--- config.mk ---
export PLATFORM = sky130hd
export DESIGN_NAME = forward_scoreboard
export DESIGN_NICKNAME = d
export VERILOG_FILES = /design/src/rtl/forward_scoreboard.sv
export SDC_FILE = /design/constraint.sdc
export NUM_CORES = 1
export LEC_CHECK = 0
export CAP_MARGIN = 20
export CORE_UTILIZATION = 45
export DETAILED_ROUTE_END_ITERATION = 12
export PLACE_DENSITY = 0.71
export SLEW_MARGIN = 25
export SYNTH_ARGS = -nofsm -noshare
export SYNTH_HDL_FRONTEND = slang
export SYNTH_SLANG_ARGS = --single-unit
--- constraint.sdc ---
create_clock -name CLK -period 4.95 [get_ports CLK]
set_input_delay 1.2375 -clock CLK [delete_from_list [all_inputs] [get_ports CLK]]
set_output_delay 1.2375 -clock CLK [all_outputs]
set_load 0.05 [all_outputs]
--- src/rtl/forward_scoreboard.sv ---
// Forwarding and interlock unit: tracks in-flight register writers per post-issue
// stage, picks the EX operand source for each decode operand and stalls issue.
module forward_scoreboard #(
  parameter int NUM_STAGES = 3,
  parameter int NUM_SRC    = 2,
  parameter int REG_W      = 5,
  parameter int CNT_W      = 32,
  localparam int SEL_W     = $clog2(NUM_STAGES + 1)
) (
  input  logic                       CLK,
  input  logic                       RST,
  input  logic                       issue_valid,
  input  logic                       issue_regw,
  input  logic [REG_W-1:0]           issue_rd,
  input  logic [SEL_W-1:0]           issue_lat,
  input  logic [NUM_SRC-1:0]         src_valid,
  input  logic [NUM_SRC*REG_W-1:0]   src_reg,
  input  logic                       flush,
  output logic                       stall,
  output logic                       ex_valid,
  output logic [NUM_SRC*SEL_W-1:0]   fwd_sel,
  output logic [CNT_W-1:0]           stall_count
);

  function automatic logic [SEL_W-1:0] norm_lat(input logic [SEL_W-1:0] lat);
    if (lat == '0) return SEL_W'(1);
    if (int'(lat) > NUM_STAGES) return SEL_W'(NUM_STAGES);
    return lat;
  endfunction

  function automatic logic [CNT_W-1:0] sat_inc(input logic [CNT_W-1:0] val);
    return (&val) ? val : val + CNT_W'(1);
  endfunction

  logic                vld_p   [1:NUM_STAGES];
  logic                regw_p  [1:NUM_STAGES];
  logic [REG_W-1:0]    rd_p    [1:NUM_STAGES];
  logic [SEL_W-1:0]    lat_p   [1:NUM_STAGES];

  logic                src_hit [NUM_SRC];
  logic [SEL_W-1:0]    src_k   [NUM_SRC];
  logic [SEL_W-1:0]    src_lat [NUM_SRC];
  logic [NUM_SRC-1:0]         blocked;
  logic [NUM_SRC*SEL_W-1:0]   next_sel;
  logic                       accept;

  // Decode: a producer in entry k has its result in stage k's output register
  // once k >= lat; the oldest entry is written to the register file this edge.
  always_comb begin
    blocked  = '0;
    next_sel = '0;
    for (int i = 0; i < NUM_SRC; i++) begin
      src_hit[i] = 1'b0;
      src_k[i]   = '0;
      src_lat[i] = '0;
      for (int k = NUM_STAGES; k >= 1; k--) begin
        if (vld_p[k] && regw_p[k] && rd_p[k] == src_reg[i*REG_W +: REG_W]) begin
          src_hit[i] = 1'b1;
          src_k[i]   = SEL_W'(k);
          src_lat[i] = lat_p[k];
        end
      end
      if (src_valid[i] && src_reg[i*REG_W +: REG_W] != '0 && src_hit[i] &&
          int'(src_k[i]) != NUM_STAGES) begin
        if (src_k[i] >= src_lat[i]) next_sel[i*SEL_W +: SEL_W] = src_k[i];
        else                        blocked[i] = 1'b1;
      end
    end
  end

  assign stall  = issue_valid & (|blocked) & ~flush;
  assign accept = issue_valid & ~stall & ~flush;

  // Stage shift register and EX-stage select register (control)
  always_ff @(posedge CLK) begin
    if (RST) begin
      for (int k = 1; k <= NUM_STAGES; k++) vld_p[k] <= 1'b0;
      ex_valid    <= 1'b0;
      fwd_sel     <= '0;
      stall_count <= '0;
    end else begin
      vld_p[1] <= accept;
      for (int k = 2; k <= NUM_STAGES; k++) vld_p[k] <= vld_p[k-1] & ~flush;
      ex_valid <= accept;
      fwd_sel  <= accept ? next_sel : '0;
      if (stall) stall_count <= sat_inc(stall_count);
    end
  end

  // Stage shift register (data, qualified by vld_p)
  always_ff @(posedge CLK) begin
    regw_p[1] <= issue_regw;
    rd_p[1]   <= issue_rd;
    lat_p[1]  <= norm_lat(issue_lat);
    for (int k = 2; k <= NUM_STAGES; k++) begin
      regw_p[k] <= regw_p[k-1];
      rd_p[k]   <= rd_p[k-1];
      lat_p[k]  <= lat_p[k-1];
    end
  end

endmodule

---- After elaboration in Yosys (flattened, before gate mapping) ----
Memories as Yosys holds them, arrays and structs flattened.
Index checks and enable logic that the tools add are counted.
word-level totals
  memories ................................ 4
  output and inout bits ................... 38
  flip-flop bits (word level) ............. 37
  memory bits (writable) .................. 27
memory list
  memory  words  bits a word  read ports  clocked after Yosys merged registers in  write ports  line  RTL
  rd_p    3      5            3           0                                        3            37    logic [REG_W-1:0] rd_p [1:NUM_STAGES];
  lat_p   3      2            3           0                                        3            38    logic [SEL_W-1:0] lat_p [1:NUM_STAGES];
  regw_p  3      1            3           0                                        3            36    logic regw_p [1:NUM_STAGES];
  vld_p   3      1            3           0                                        3            35    logic vld_p [1:NUM_STAGES];
operators by class
  order comparisons ....................... 2
  multiplexer cells ....................... 31
  equal/unequal tests ..................... 8
  bitwise gates (word level) .............. 17
  reductions and logical operators ........ 23
  add/sub/neg operators ................... 1
operator list
  cell                     count
  $add A32 B1 Y32 const B  1
  $reduce_and A32 Y1       1
  $eq A5 B5 Y1             6
  $mux W2                  14
  $mux W1                  17
  $logic_and A1 B1 Y1      15
  $reduce_bool A5 Y1       2
  $not A1 Y1               8
  $reduce_or A4 Y1         2
  $and A1 B1 Y1            6
  $ge A2 B2 Y1             2
  $ne A2 B1 Y1 const B     2
  $or A1 B1 Y1             3
  $logic_not A2 Y1         1
  $reduce_and A2 Y1        1
  $reduce_or A2 Y1         1

---- Longest topological paths before layout ----
  word-level depth ........................ 16
  gate-level depth with buffers ........... 16

---- Least setup slack after synthesis ----
No wires, ideal clock.
  path type ............................... input to output
  from .................................... input port src_reg[7]
  to ...................................... output port stall
  buffers on the path ..................... 2
  data required time ...................... 3.713 ns
  slack ................................... -0.348 ns
  stages .................................. 15
  arrival time ............................ 4.060 ns
  path through ............................ xnor2_1 > nand4_1 > nor3_1 > nor2_1 > a22oi_1 > o21ai_0 > ha_1 > nand2b_1 > a21oi_1 > nor2b_1 > o21a_1 > a31oi_1 > buf_2 > buf_2 > nor2_1
between the ends
  word-level cells in the longest chain between the ends .. 11
  elaborated cells on any way between the ends .. 26
ends and longest elaborated chain
  element                                                  line    RTL
  from (decl)                                              17      input logic [NUM_SRC*REG_W-1:0] src_reg,
  $eq A5 B5 Y1                                             57      if (vld_p[k] && regw_p[k] && rd_p[k] == src_reg[i*REG_W +: REG_W]) begin
  $logic_and A1 B1 Y1                                      57
  $mux W2 / $mux W1 (equally long branches) (3 in series)  57
  $ge A2 B2 Y1 (tied with other cells)                     65      if (src_k[i] >= src_lat[i]) next_sel[i*SEL_W +: SEL_W] = src_k[i];
  $mux W1 / $logic_and A1 B1 Y1 (equally long branches)    65, 63
  $mux W1 (*)                                              63      if (src_valid[i] && src_reg[i*REG_W +: REG_W] != '0 && src_hit[i] &&
  $reduce_or A2 Y1 (*)                                     71      assign stall = issue_valid & (|blocked) & ~flush;
  $and A1 B1 Y1 (*) (2 in series)                          71
  to (decl)                                                19      output logic stall,
Mark *: on every way between the ends. The rest lies on a longest branch, timed or not.

---- Worst setup path in the final report ----
  from .................................... input port src_reg[6]
  to ...................................... output port stall
The elaborated chain is that of the path after synthesis.

==> reports/metrics.yaml <==
run_status:
  status: "finished, violations left"
  violations: "design-rule violations"
layout:
  design_area_sq_mm: 0.00427
  final_nets: 451
  final_cells: 507
  diodes: 0
  fillers: 560
  drive_gt1_frac: 0.187
  syn_to_final_growth_pct: 36.6
timing:
  holdWs_ns: 0.354
  finalHoldViolCount: 0
  relSlewSlack: 0.387
  min_period_over_period: 0.980
  timing.fmax_ghz: 0.206
  setup_viol: 0
  maxSlewViolCount: 0
  period_needed_ns: 4.85
  setup_tns_ns: 0
  worst_pin_slew_ns: 0.917
  finClkSkew_ns: 0.00598
global_route:
  grt_pass1_vias: 2763
  gr-total-overflow: 0
  grt_usage: 0.226
  grt_pass1_wl_um: 13000
  grt_start_max_net_pins: 57
  antenna_found_initial: 0
floorplanning:
  start_util: 0.462
  rows: 30
  core_area_sq_mm: 0.00676
  die_h_um: 85.3
  die_width_um: 85.3
  io_pins: 62
  dieArea_sq_mm: 0.00728
drt:
  viasPerCell: 5.73
  m1WireLength_um: 3670
  wl_per_cell_um: 15.3
  dr_total_vias: 2905
  ant_nets: 0
  wl_met3_um: 303
  first_pass_iters: 8
  met2_length_um: 3600
  top_layer: "met4"
  routed_wl_um: 7740
  drc_errors: 1
  drtIter0Drc: 159
job:
  cap_violations: 0
power:
  p_total_mw: 1.08
  p_per_area_mw_per_mm2: 252
  ir_drop_uv: 132
  p_leak_nw: 1.52
setup_path:
  rr_startpoint: "rd_p[0][12]"
  crit_fanout: 3
  path_delay_family: "simple AND/OR/NAND/NOR gates"
  path_buf_inv: 3
  slowest_delay_ns: 0.30
  crit_arrival_ns: 3.62
  endpoint_kind: "output pin"
  ff2ff_setup_slack_ns: 1.35
  crit_required_ns: 3.71
  path_class: "in -> out"
  critPathLaunchType: "primary input"
  reg2regPathDepth: 17
  worst_r2r_endpoint: "stall_count[9]"
  critical-path-slowest-cell: "ha_1"
  path_cells: "clkdlybuf4s15_2, xor2_1, nor4_2, nand4_1, nor2_2, buf_4, a22oi_2, nor2_1, a21oi_1, ha_1, a21oi_2, nor2b_1, o21a_1, a31oi_4, nor2_4, buf_12"
logic_synthesis:
  synth-edff-count: 0
  synthesis.nets: 372
  async_flop_share: 0
  synth_ff_type: "dfxtp_1"
  ys_ff_latch: 63
  seq_area_frac_synth: 0.404
  syn_avg_cell_area_sq_um: 9.11
  synth.distinct_cells: 45
  syn_area_sq_mm: 0.00312
  netlist_instances: 343
  yosys_warnings: 0
min_path:
  hold_path.class: "reg -> reg"
  hold_end: "regw_p[0][2]"
  hold_path_depth: 0
  hold_start: "regw_p[0][1]"
clock_network:
  cts_buffers: 9
  htreeDepth: 3
  path_clk_slew_ns: 0.07
  cts_tree: "done"
  root_buffer: "clkbuf_8"
  clkSinkCount: 63
  clock_path_buffers: 2
  clock_latency_ns: 0.34
place:
  gp_congestion: 0.882
  dpl_cell_area_sq_mm: 0.00392
  place_inst: 486
  dp_hpwl_um: 5170
  portBuffers: 61
==> area by class of cell <==
type | count | area, sq um | area share
sequential | 63 | 1260 | 0.296
clock buffer | 13 | 169 | 0.0396
multi-input combinational | 257 | 1870 | 0.438
clock inverter | 3 | 40.0 | 0.00938
inverter | 4 | 15.0 | 0.00352
tap | 80 | 100 | 0.0235
timing repair buffer | 87 | 813 | 0.191
==> registers in the layout, indices dropped and copies added, names as in the netlist <==
register     count
lat_p            6
rd_p            15
regw_p           3
fwd_sel          4
vld_p            3
stall_count     32
==> layout by cell type, fill, tap and decap left out, drive strengths merged, types with 4 or more instances in the layout <==
cell type and n:
dfxtp 63, clkdlybuf4s50 50, buf 30, nor2 26
a21oi 24, or4 22, xnor2 22, o31ai 18
nand4 18, nand3 16, nand2 15, clkbuf 14
nor2b 13, mux2 10, nor3 10, xor2 8
o21ai 7, nor4 6, ha 5, inv 4
and2 4, nand2b 4, and4 4
==> power by group <==
part | total, mW | leakage, nW | switching, mW | internal [mW]
Clock | 0.465 | 0.109 | 0.193 | 0.272
Combinational | 0.0820 | 0.891 | 0.0387 | 0.0433
Sequential | 0.530 | 0.516 | 0.0116 | 0.518
==> cell usage after synthesis, types with 3 or more instances <==
cell type,instances,area share
nor3_1,8,0.013
buf_2,4,0.0064
or3_1,3,0.0060
clkbuf_1,11,0.013
nor3b_1,3,0.0072
xor2_1,8,0.022
nand2_1,15,0.018
mux2_1,3,0.011
nand3_1,16,0.026
buf_6,3,0.011
nor2b_1,13,0.026
nand4_1,16,0.032
inv_1,4,0.0048
mux2_2,7,0.025
nand2b_1,4,0.0080
xnor2_1,22,0.062
ha_1,5,0.020
nor2_1,26,0.031
a21oi_1,24,0.038
or4_1,22,0.053
o21ai_0,5,0.0080
dfxtp_1,63,0.40
nor4_1,5,0.010
and3_1,3,0.0060
and2_1,4,0.0080
o31ai_1,18,0.043
and4_1,3,0.0084
nor4b_1,3,0.0084
==> layer usage <==
layer / up-vias / GRT usage
met3: 16 / 0.0486
met1: 1386 / 0.301
li1: 1427 / -
met2: 76 / 0.357
met5: - / 0
met4: 0 / 0.0909
==> how the worst max path moves through the flow <==
stage,start,endpoint,depth (start not counted)
after floorplan,src_reg[7],stall,15
after global placement,src_reg[9],stall,15
after detailed placement,src_reg[9],stall,15
after CTS,src_reg[6],stall,15
after global routing,src_reg[6],stall,16
final,src_reg[6],stall,16
==> metrics by stage <==
step                      setup slack (ns)  utilization
final                               0.0966        0.631
after global routing               -0.0283        0.631
after CTS                         0.000784        0.620
after detailed placement            -0.364        0.581
after global placement              -0.302        0.581
after floorplan                     0.0201            -
==> kinds of logic (layout without fill, tap and decap cells) <==
group                    count (synthesis)  after routing  synth area share
adder cells (fa/ha/maj)                  5              5            0.0200
flip-flops                              63             63             0.404
AO/OA/AOI/OAI                           59             59             0.119
multiplexers                            10             10            0.0360
XOR/XNOR                                30             30            0.0841
buffers and inverters                   23            107            0.0376
AND/OR/NAND/NOR                        153            153             0.299
==> repair_timing <==
action                     CTS  global route
pin swaps                   14            21
buffers inserted             3             2
hold buffers                 0             0
setup endpoints to repair    1             1
gates resized for setup     25            24
(Power assumes the default switching activity.)
